**src/rtl/uart_rx_param_pkg.sv**
```systemverilog
// uart_pkg: shared types and helpers for the parametrised UART receiver.
//   rx_state_t : receiver FSM states
//   par_calc   : expected parity bit for a data word (odd=1 selects odd parity)
package uart_pkg;

    typedef enum logic [2:0] {
        IDLE,
        START,
        DATA,
        PARITY,
        STOP,
        BREAK
    } rx_state_t;

    // Callers zero-extend narrower words; zero bits do not change the XOR.
    function automatic logic par_calc(input logic [15:0] data, input logic odd);
        return (^data) ^ odd;
    endfunction

endpackage

```
**src/rtl/uart_rx_param_if.sv**
```systemverilog
// uart_rx_param_if: host/line side signals of the UART receiver.
//   rx         serial line (idle high)
//   read       pop strobe for the receive FIFO
//   rxdata     FIFO head word
//   rxrdy      FIFO non-empty
//   busy       receiver FSM not idle
//   frame_err, parity_err, overrun  single-cycle error pulses
// master: the receiver; slave: the host / line driver.
interface uart_rx_param_if #(
    parameter int DATA_BITS = 8
);
    logic                 rx;
    logic                 read;
    logic [DATA_BITS-1:0] rxdata;
    logic                 rxrdy;
    logic                 busy;
    logic                 frame_err;
    logic                 parity_err;
    logic                 overrun;

    modport master (
        input  rx, read,
        output rxdata, rxrdy, busy, frame_err, parity_err, overrun
    );

    modport slave (
        output rx, read,
        input  rxdata, rxrdy, busy, frame_err, parity_err, overrun
    );
endinterface

```
**src/rtl/uart_rx_param_fifo.sv**
```systemverilog
// rx_fifo: first-word-fall-through receive FIFO.
//   clk, reset  clock, asynchronous active-high reset
//   push, wdata write strobe and word (honoured when full only with a simultaneous pop)
//   pop         read strobe (ignored when empty)
//   rdata       head word, combinational from storage; all 1s after reset
//   empty, full occupancy flags
module rx_fifo #(
    parameter int WIDTH = 8,
    parameter int DEPTH = 4
) (
    input  logic             clk,
    input  logic             reset,
    input  logic             push,
    input  logic [WIDTH-1:0] wdata,
    input  logic             pop,
    output logic [WIDTH-1:0] rdata,
    output logic             empty,
    output logic             full
);
    localparam int AW = $clog2(DEPTH);

    logic [WIDTH-1:0] mem [DEPTH];
    logic [AW-1:0]    wptr;
    logic [AW-1:0]    rptr;
    logic [AW:0]      count;
    logic             do_push;
    logic             do_pop;

    assign empty   = (count == '0);
    assign full    = (count == (AW+1)'(DEPTH));
    assign do_pop  = pop && !empty;
    assign do_push = push && (!full || do_pop);
    assign rdata   = mem[rptr];

    always_ff @(posedge clk or posedge reset) begin
        if (reset) begin
            for (int i = 0; i < DEPTH; i++) begin
                mem[i] <= '1;
            end
            wptr  <= '0;
            rptr  <= '0;
            count <= '0;
        end else begin
            if (do_push) begin
                mem[wptr] <= wdata;
                wptr      <= wptr + 1'b1;
            end
            if (do_pop) begin
                rptr <= rptr + 1'b1;
            end
            case ({do_push, do_pop})
                2'b10:   count <= count + 1'b1;
                2'b01:   count <= count - 1'b1;
                default: count <= count;
            endcase
        end
    end
endmodule

```
**src/rtl/uart_rx_param.sv**
```systemverilog
// uart_rx_param: oversampling UART receiver with optional parity, 1/2 stop bits
// and a small FWFT receive FIFO.
//   clk    OVERSAMPLE x baud clock
//   reset  asynchronous active-high reset
//   bus    uart_rx_param_if.master (rx, read in; rxdata, rxrdy, busy, error pulses out)
module uart_rx_param
    import uart_pkg::*;
#(
    parameter int DATA_BITS  = 8,
    parameter int OVERSAMPLE = 16,
    parameter int PARITY_EN  = 0,
    parameter int PARITY_ODD = 0,
    parameter int STOP_BITS  = 1,
    parameter int FIFO_DEPTH = 4
) (
    input  logic            clk,
    input  logic            reset,
    uart_rx_param_if.master bus
);
    localparam int             TW        = $clog2(OVERSAMPLE);
    localparam logic [TW-1:0]  TICK_MID  = TW'(OVERSAMPLE / 2 - 1);
    localparam logic [TW-1:0]  TICK_END  = TW'(OVERSAMPLE - 1);
    localparam logic [3:0]     LAST_DATA = 4'(DATA_BITS - 1);
    localparam logic [3:0]     LAST_STOP = 4'(STOP_BITS - 1);
    localparam logic           ODD       = (PARITY_ODD != 0);

    rx_state_t            state;
    logic                 sync1;
    logic                 rx_s;
    logic [TW-1:0]        tick;
    logic [3:0]           bit_cnt;
    logic [DATA_BITS-1:0] shreg;
    logic                 pbit;
    logic                 frame_err_q;
    logic                 parity_err_q;
    logic                 overrun_q;

    logic                 sample_pt;
    logic                 last_stop;
    logic                 parity_ok;
    logic                 word_good;
    logic                 pop;
    logic                 push;
    logic                 fifo_empty;
    logic                 fifo_full;

    assign sample_pt = (tick == TICK_END);
    assign last_stop = (state == STOP) && sample_pt && (bit_cnt == LAST_STOP);
    assign parity_ok = (PARITY_EN == 0) || (pbit == par_calc(16'(shreg), ODD));
    // Good word: last stop bit high and parity fine; lands in the FIFO unless it is full
    // with no pop in the same cycle.
    assign word_good = last_stop && rx_s && parity_ok;
    assign pop       = bus.read && !fifo_empty;
    assign push      = word_good && (!fifo_full || pop);

    always_ff @(posedge clk or posedge reset) begin
        if (reset) begin
            sync1 <= 1'b1;
            rx_s  <= 1'b1;
        end else begin
            sync1 <= bus.rx;
            rx_s  <= sync1;
        end
    end

    always_ff @(posedge clk or posedge reset) begin
        if (reset) begin
            state        <= IDLE;
            tick         <= '0;
            bit_cnt      <= '0;
            shreg        <= '0;
            pbit         <= 1'b0;
            frame_err_q  <= 1'b0;
            parity_err_q <= 1'b0;
            overrun_q    <= 1'b0;
        end else begin
            frame_err_q  <= 1'b0;
            parity_err_q <= last_stop && rx_s && !parity_ok;
            overrun_q    <= word_good && fifo_full && !pop;
            case (state)
                IDLE: begin
                    tick    <= '0;
                    bit_cnt <= '0;
                    if (!rx_s) state <= START;
                end
                START: begin
                    // Clearing tick at the half-bit point puts every later sample mid-bit.
                    if (tick == TICK_MID) begin
                        tick  <= '0;
                        state <= rx_s ? IDLE : DATA;
                    end else begin
                        tick <= tick + 1'b1;
                    end
                end
                DATA: begin
                    if (sample_pt) begin
                        tick  <= '0;
                        shreg <= {rx_s, shreg[DATA_BITS-1:1]};
                        if (bit_cnt == LAST_DATA) begin
                            bit_cnt <= '0;
                            state   <= (PARITY_EN != 0) ? PARITY : STOP;
                        end else begin
                            bit_cnt <= bit_cnt + 1'b1;
                        end
                    end else begin
                        tick <= tick + 1'b1;
                    end
                end
                PARITY: begin
                    if (sample_pt) begin
                        tick  <= '0;
                        pbit  <= rx_s;
                        state <= STOP;
                    end else begin
                        tick <= tick + 1'b1;
                    end
                end
                STOP: begin
                    if (sample_pt) begin
                        tick <= '0;
                        if (!rx_s) begin
                            // First low stop sample ends the frame; wait out the line in BREAK.
                            frame_err_q <= 1'b1;
                            bit_cnt     <= '0;
                            state       <= BREAK;
                        end else if (bit_cnt == LAST_STOP) begin
                            bit_cnt <= '0;
                            state   <= IDLE;
                        end else begin
                            bit_cnt <= bit_cnt + 1'b1;
                        end
                    end else begin
                        tick <= tick + 1'b1;
                    end
                end
                BREAK: begin
                    tick <= '0;
                    if (rx_s) state <= IDLE;
                end
                default: state <= IDLE;
            endcase
        end
    end

    rx_fifo #(
        .WIDTH(DATA_BITS),
        .DEPTH(FIFO_DEPTH)
    ) u_fifo (
        .clk  (clk),
        .reset(reset),
        .push (push),
        .wdata(shreg),
        .pop  (pop),
        .rdata(bus.rxdata),
        .empty(fifo_empty),
        .full (fifo_full)
    );

    assign bus.rxrdy      = !fifo_empty;
    assign bus.busy       = (state != IDLE);
    assign bus.frame_err  = frame_err_q;
    assign bus.parity_err = parity_err_q;
    assign bus.overrun    = overrun_q;
endmodule

```
**src/flat_wrapper.sv**
```systemverilog
// flat-port wrapper written by rule: the top's interface ports become plain ports
module uart_rx_param_flat import uart_pkg::*;
#(
    parameter int DATA_BITS  = 8,
    parameter int OVERSAMPLE = 16,
    parameter int PARITY_EN  = 0,
    parameter int PARITY_ODD = 0,
    parameter int STOP_BITS  = 1,
    parameter int FIFO_DEPTH = 4
)
  (clk, reset, bus_rx, bus_read, bus_rxdata, bus_rxrdy, bus_busy, bus_frame_err, bus_parity_err, bus_overrun);
  uart_rx_param_if #(.DATA_BITS(DATA_BITS)) bus_i ();
  input  logic clk;
  input  logic reset;
  input wire logic [$bits(bus_i.rx)-1:0] bus_rx;
  input wire logic [$bits(bus_i.read)-1:0] bus_read;
  output wire logic [$bits(bus_i.rxdata)-1:0] bus_rxdata;
  output wire logic [$bits(bus_i.rxrdy)-1:0] bus_rxrdy;
  output wire logic [$bits(bus_i.busy)-1:0] bus_busy;
  output wire logic [$bits(bus_i.frame_err)-1:0] bus_frame_err;
  output wire logic [$bits(bus_i.parity_err)-1:0] bus_parity_err;
  output wire logic [$bits(bus_i.overrun)-1:0] bus_overrun;
  assign bus_i.rx = bus_rx;
  assign bus_i.read = bus_read;
  assign bus_rxdata = bus_i.rxdata;
  assign bus_rxrdy = bus_i.rxrdy;
  assign bus_busy = bus_i.busy;
  assign bus_frame_err = bus_i.frame_err;
  assign bus_parity_err = bus_i.parity_err;
  assign bus_overrun = bus_i.overrun;
  uart_rx_param #(.DATA_BITS(DATA_BITS), .OVERSAMPLE(OVERSAMPLE), .PARITY_EN(PARITY_EN), .PARITY_ODD(PARITY_ODD), .STOP_BITS(STOP_BITS), .FIFO_DEPTH(FIFO_DEPTH)) u_core (.clk(clk), .reset(reset), .bus(bus_i));
endmodule
```
**config.mk**
```make
export PLATFORM = sky130hd
export DESIGN_NAME = uart_rx_param_flat
export DESIGN_NICKNAME = d
export VERILOG_FILES = /design/src/rtl/uart_rx_param_pkg.sv /design/src/rtl/uart_rx_param_if.sv /design/src/rtl/uart_rx_param_fifo.sv /design/src/rtl/uart_rx_param.sv /design/src/flat_wrapper.sv
export SDC_FILE = /design/constraint.sdc
export NUM_CORES = 1
export LEC_CHECK = 0
export ABC_AREA = 0
export CAP_MARGIN = 40
export CELL_PAD_IN_SITES_DETAIL_PLACEMENT = 1
export CELL_PAD_IN_SITES_GLOBAL_PLACEMENT = 1
export CORE_MARGIN = 3
export CORE_UTILIZATION = 43
export CTS_BUF_LIST = sky130_fd_sc_hd__clkbuf_4 sky130_fd_sc_hd__clkbuf_8
export DETAILED_ROUTE_END_ITERATION = 6
export GPL_TIMING_DRIVEN = 0
export HOLD_SLACK_MARGIN = 0.03
export PLACE_DENSITY = 0.79
export SLEW_MARGIN = 20
export SYNTH_ARGS = -nofsm -noshare
export SYNTH_HDL_FRONTEND = slang
export SYNTH_SLANG_ARGS = --single-unit
```
**constraint.sdc**
```tcl
create_clock -name clk -period 3.3 [get_ports clk]
set_input_delay 0.495 -clock clk [delete_from_list [all_inputs] [get_ports clk]]
set_output_delay 0.495 -clock clk [all_outputs]
set_load 0.01 [all_outputs]
```
==> results of run 1 <==
[sequential cells by signal, summed over array words and instances, names as in the netlist, 2 cells and up]
name,flops
u_core.u_fifo.mem,32
u_core.u_fifo.rptr,2
u_core.tick,4
u_core.shreg,8
u_core.u_fifo.wptr,2
u_core.u_fifo.count,3
u_core.state,3
u_core.bit_cnt,4
[critical path, stage by stage, from the launching register on]
cell and delay (ns):
dfrtp_1 0.43, ha_1 0.27, nand3_1 0.29, nor4b_4 0.77, inv_1 0.11, ha_1 0.25
inv_1 0.08, fa_1 0.18, xor2_1 0.15, nor2_1 0.06, xor2_1 0.14
[routing by layer]
layer | part of all wire | GRT usage
met3 | 0.033 | 0.0567
met4 | 0.011 | 0.0415
met1 | 0.43 | 0.184
met2 | 0.53 | 0.279
met5 | 0 | 0
[layout make-up]
class                   count  area (µm²)
clock buffers               9         124
well taps                  96         120
clock inverters             7        73.8
inverters                  11        43.8
fillers                   729        3300
multi-input cells         147        1410
plain buffers              11        47.5
flip-flops and latches     62        1590
repair buffers             17         189
[worst paths after layout]
path	start	endpoint	slack [ns]	cells after the start
hold / removal	u_core.sync1	u_core.rx_s	0.36	0
setup / recovery	u_core.tick[0]	u_core.u_fifo.count[2]	0.44	10
setup reg to reg	u_core.tick[0]	u_core.u_fifo.count[2]	0.44	10
max in group asynchronous	reset	u_core.u_fifo.mem[1]	2.35	3
hold reg to reg	u_core.sync1	u_core.rx_s	0.36	0
min in group asynchronous	reset	u_core.tick[1]	0.41	2
[metrics by stage]
stage | hold slack [ns] | util | power [W] | instance area, µm² | instances
4_1_cts | 0.366 | 0.520 | 0.00217 | 3590 | 359
2_1_floorplan | 0.345 | - | 0.00134 | 3100 | 231
5_1_grt | 0.370 | 0.522 | 0.00230 | 3610 | 360
6_report | 0.364 | 0.522 | 0.00215 | 3610 | 360
3_3_place_gp | 0.350 | 0.488 | 0.00148 | 3370 | 342
3_5_place_dp | 0.352 | 0.492 | 0.00150 | 3400 | 343
[kinds of logic after synthesis]
family                   share of synthesized area
AO/OA/AOI/OAI                               0.0614
adder cells (fa/ha/maj)                     0.0420
XOR/XNOR                                    0.0226
other                                      0.00121
buffers and inverters                       0.0287
flip-flops                                   0.515
AND/OR/NAND/NOR                              0.109
multiplexers                                 0.221
[synth_stat cells, types with 4 or more instances]
cell / n
clkbuf_1: 8
dfrtp_1: 28
nor2_1: 5
nor3b_1: 5
nand2_1: 10
o21ai_0: 11
nand2_4: 4
mux2_4: 8
a21oi_1: 5
mux2_2: 33
dfstp_2: 34
ha_1: 8
mux4_2: 8
inv_1: 11
xor2_1: 4
xnor2_1: 4
[power by group]
group | switching [W] | leakage [nW] | internal [W]
clock | 0.000307 | 0.0996 | 0.000350
sequential | 0.0000557 | 0.726 | 0.000832
combinational | 0.000331 | 0.744 | 0.000276
==> results.toml, run 1 <==
[status]
outcome = "finished clean"

[sta]
rsz0062_at_grt = "false"
final.setup.tns_ns = 0
period_share = 0.867
fin_ws_ns = 0.438
worst_slew_pin_slew_ns = 0.760
slew_headroom = 0.491
max_freq_ghz = 0.349
finalSetupViolCount = 0
skew_ns = 0.00951
fin_crit_ns = 2.86
hold_violations = 0
slew_violations = 0

[die]
io_pins = 17
rows = 30
fp.dieW_um = 90.9
dieArea_um2 = 8260
core_area_um2 = 6910
start_util = 0.448
die_height_um = 90.9

[critical_path]
path_class = "register to register"
cp-start-kind = "register"
cp_max_fo = 8
cp-end-kind = "register"
required_ns = 3.52
arrival_ns = 3.08

[drt]
detail_route.iter0.violations = 53
vias = 1881
routed_wl_um = 5920
avgRoutedWirePerCell_um = 16.5
drt_pre_antenna_iters = 3
drcViolationCount = 0
antenna_left = 0
vias_per_cell = 5.23

[placement]
post-place-ws_ns = 0.246
port_buffers = 15
dp_hpwl_um = 4100
gp_congestion = 0.729

[synthesis]
synth_ff_type = "dfstp_2"
ys_warn_count = 0
synth_seq_cells = 62
synth_cells = 231
netlist_area_um2 = 3100
yosys.cell_types.count = 54
async_flop_share = 1.00
synth_top_area_share = 0.288
netlist_top_cells_area = "dfstp_2 29%, dfrtp_1 23%, mux2_2 12%"
avgSynthCellArea_um2 = 13.4
synth-edff-count = 0
synth_seq_area_share = 0.515
syn_nets = 244
yosysTopAreaCell = "dfstp_2"

[cts]
clk_pin_slew_ns = 0.07
cts.sinks = 62
cts_tree = "done"
postCtsSetupRepairBufs = 0
clock_path_buffers = 2
ctsResizeCount = 0
htree_levels = 3
clock_latency_ns = 0.34
clk_root_buffer_cell = "clkbuf_8"
cts-hold-fix-buffers = 0
cts_buffers = 9

[power]
powerDensity_nw_per_um2 = 597
p_leak_nw = 1.57
peakVddDrop_uv = 461

[finish]
layout.cells.most_common = "dfstp_2"
syn2layout_area_growth_pct = 16.4
nets = 272
drive_above_1_share = 0.436
n_antenna_cell = 0
mostFrequentLayoutCells = "34 x dfstp_2, 33 x mux2_2, 28 x dfrtp_1"

[global_route]
grt_max_degree = 53
overflow = 0
antenna_found_initial = 0
grt_pass1_vias = 2095
grt_pass1_wl_um = 10300
grtUsageTotal = 0.159

[worst_hold_path]
min_path_type = "register to register"

[flow_run]
maxCapViolations = 0
Note: power is estimated with default switching activity, not from simulation.
==> run 2, diff against run 1 <==
--- a/config.mk
+++ b/config.mk
@@ -5,17 +5,17 @@
 export SDC_FILE = /design/constraint.sdc
 export NUM_CORES = 1
 export LEC_CHECK = 0
-export ABC_AREA = 0
+export ABC_AREA = 1
 export CAP_MARGIN = 40
 export CELL_PAD_IN_SITES_DETAIL_PLACEMENT = 1
 export CELL_PAD_IN_SITES_GLOBAL_PLACEMENT = 1
-export CORE_MARGIN = 3
+export CORE_MARGIN = 5
 export CORE_UTILIZATION = 43
 export CTS_BUF_LIST = sky130_fd_sc_hd__clkbuf_4 sky130_fd_sc_hd__clkbuf_8
 export DETAILED_ROUTE_END_ITERATION = 6
 export GPL_TIMING_DRIVEN = 0
 export HOLD_SLACK_MARGIN = 0.03
-export PLACE_DENSITY = 0.79
+export PLACE_DENSITY = 0.85
 export SLEW_MARGIN = 20
 export SYNTH_ARGS = -nofsm -noshare
 export SYNTH_HDL_FRONTEND = slang
==> results.toml, run 2 <==
[critical_path]
path_class = "register to primary output"
path_cells = "clkbuf_1 > inv_1 > clkbuf_1 > nor2_1 > o22ai_1 > clkdlybuf4s50_1"
cp.depth = 6
slowest_delay_ns = 0.58
r2r_cells = 12
required_ns = 2.80
regToRegSetupSlack_ns = 0.81
critPathTopFamily = "buffers and inverters"
critPathSlowestCell = "clkdlybuf4s50_1"
timing.rr.start = "u_core.bit_cnt[0]"
cp-start-kind = "register"
worst-path-buf-inv = 4
startpoint = "u_core.u_fifo.rptr[0]"
cp_max_fo = 10
arrival_ns = 2.53
cp-end-kind = "primary output"
path_common_cell = "clkbuf_1"

[cts]
htree_levels = 3
postCtsSetupRepairBufs = 0
cts-hold-fix-buffers = 0
cts.sinks = 62
ctsResizeCount = 0
clock_latency_ns = 0.35
clk_pin_slew_ns = 0.07
clock_path_buffers = 2
clk_root_buffer_cell = "clkbuf_8"
cts_tree = "done"
cts_buffers = 9

[die]
fp.dieW_um = 96.5
start_util = 0.442
io_pins = 17
core_area_um2 = 7290
dieArea_um2 = 9320
rows = 31
die_height_um = 96.5

[global_route]
grt_pass1_vias = 3011
overflow = 0
grt_pass1_wl_um = 14900
grt_max_degree = 58
grtUsageTotal = 0.212
antenna_found_initial = 0

[drt]
drt_pre_antenna_iters = 4
vias = 2894
routed_wl_um = 8940
avgRoutedWirePerCell_um = 17.0
vias_per_cell = 5.51
drcViolationCount = 0
detail_route.iter0.violations = 159
antenna_left = 0

[synthesis]
yosys.cell_types.count = 28
synth.most_common_cell = "nand2_1"
synth_seq_area_share = 0.495
syn_nets = 407
synth_top_area_share = 0.277
ys_top_cells_by_count = "136 x nand2_1, 35 x nand4_1, 34 x dfstp_2, 31 x nor2_1, 28 x dfrtp_1"
netlist_top_cells_area = "dfstp_2 28%, dfrtp_1 22%, nand2_1 16%"
ys_warn_count = 0
synth_cells = 394
async_flop_share = 1.00
synth_seq_cells = 62
yosysTopAreaCell = "dfstp_2"
synth_ff_type = "dfstp_2"
synth-edff-count = 0
avgSynthCellArea_um2 = 8.17
netlist_area_um2 = 3220

[flow_run]
maxCapViolations = 0

[sta]
period_share = 0.916
holdWs_ns = 0.357
skew_ns = 0.0134
finalSetupViolCount = 0
slew_headroom = 0.637
slew_violations = 0
hold_violations = 0
max_freq_ghz = 0.331
final.setup.tns_ns = 0
fin_crit_ns = 3.02
worst_slew_pin_slew_ns = 0.545
rsz0062_at_grt = "false"

[power]
powerDensity_nw_per_um2 = 744
p_leak_nw = 1.81
peakVddDrop_uv = 442

[finish]
mostFrequentLayoutCells = "136 x nand2_1, 35 x nand4_1, 34 x dfstp_2"
num-fill-cells = 924
post-route-util = 0.516
nets = 434
n_antenna_cell = 0
layout.cells.most_common = "nand2_1"
largest_register = "u_core.u_fifo.mem"
drive_above_1_share = 0.160
largest_reg_flops = 32
syn2layout_area_growth_pct = 16.8
reg.largest.list = "u_core.u_fifo.mem: 32 flops, u_core.shreg: 8 flops"
finish.instance_area_um2 = 3760

[worst_hold_path]
hold_start = "u_core.sync1"
min_path_type = "register to register"
hold_depth = 0

[placement]
dp_hpwl_um = 6210
gp_congestion = 0.802
port_buffers = 15
dpl_cell_area_um2 = 3520

[status]
outcome = "finished clean"
[run 2: cell types whose count changed after synthesis, moves of 8 or more]
cell,change
nand2_1,+126
nand4_1,+34
mux2_2,-33
nor2_1,+26
nand3_1,+19
o21ai_0,+14
inv_1,+13
mux2_4,-8
mux4_2,-8
o22ai_1,+8
[run 2: path summary, 6_finish.rpt]
kind	end
max in group asynchronous	u_core.u_fifo.mem[19]
min reg2reg	u_core.rx_s
min	u_core.rx_s
min in group asynchronous	u_core.u_fifo.count[1]
max reg2reg	u_core.u_fifo.count[2]
max	bus_rxdata[7]
[run 2: worst reg2reg max path: cells and delay by family, from the launching register on]
kind	cells	cell delay [ns]
fa+ha+maj	3	0.84
flops	1	0.41
simple gates	3	0.37
buf+inv	3	0.33
compound gates	2	0.27
xor+xnor	1	0.15
[run 2: power breakdown]
group          internal, W  switching, W
Sequential        0.000839     0.0000740
Combinational     0.000400      0.000683
Clock             0.000495      0.000306
Total              0.00173       0.00106
[run 2: cell families after synthesis]
group                    synth area share
AND/OR/NAND/NOR                     0.324
flip-flops                          0.495
buffers and inverters              0.0645
AO/OA/AOI/OAI                      0.0622
adder cells (fa/ha/maj)            0.0373
XOR/XNOR                           0.0163
other                             0.00116
[run 2: routing by layer]
metal | track usage | share of wire
met4 | 0.0724 | 0.018
met3 | 0.0496 | 0.043
met2 | 0.364 | 0.50
met5 | 0 | 0
met1 | 0.260 | 0.44
[run 2: metrics by stage]
step                setup slack, ns  power (W)  std cells
finish                        0.276    0.00280        525
global route                  0.157    0.00298        525
CTS                           0.312    0.00281        525
detailed placement            0.530    0.00200        509
global placement              0.165    0.00195        508
floorplan                      1.12    0.00159        394
[run 2: area by class of cell]
cell class / instances / area, µm² / share of cell area
clock inverter: 3 / 65.1 / 0.0173
tap: 99 / 124 / 0.0329
sequential: 62 / 1590 / 0.424
timing repair buffer: 16 / 178 / 0.0472
clock buffer: 13 / 173 / 0.0459
buffer: 19 / 110 / 0.0293
multi-input combinational: 287 / 1420 / 0.377
inverter: 26 / 100 / 0.0266
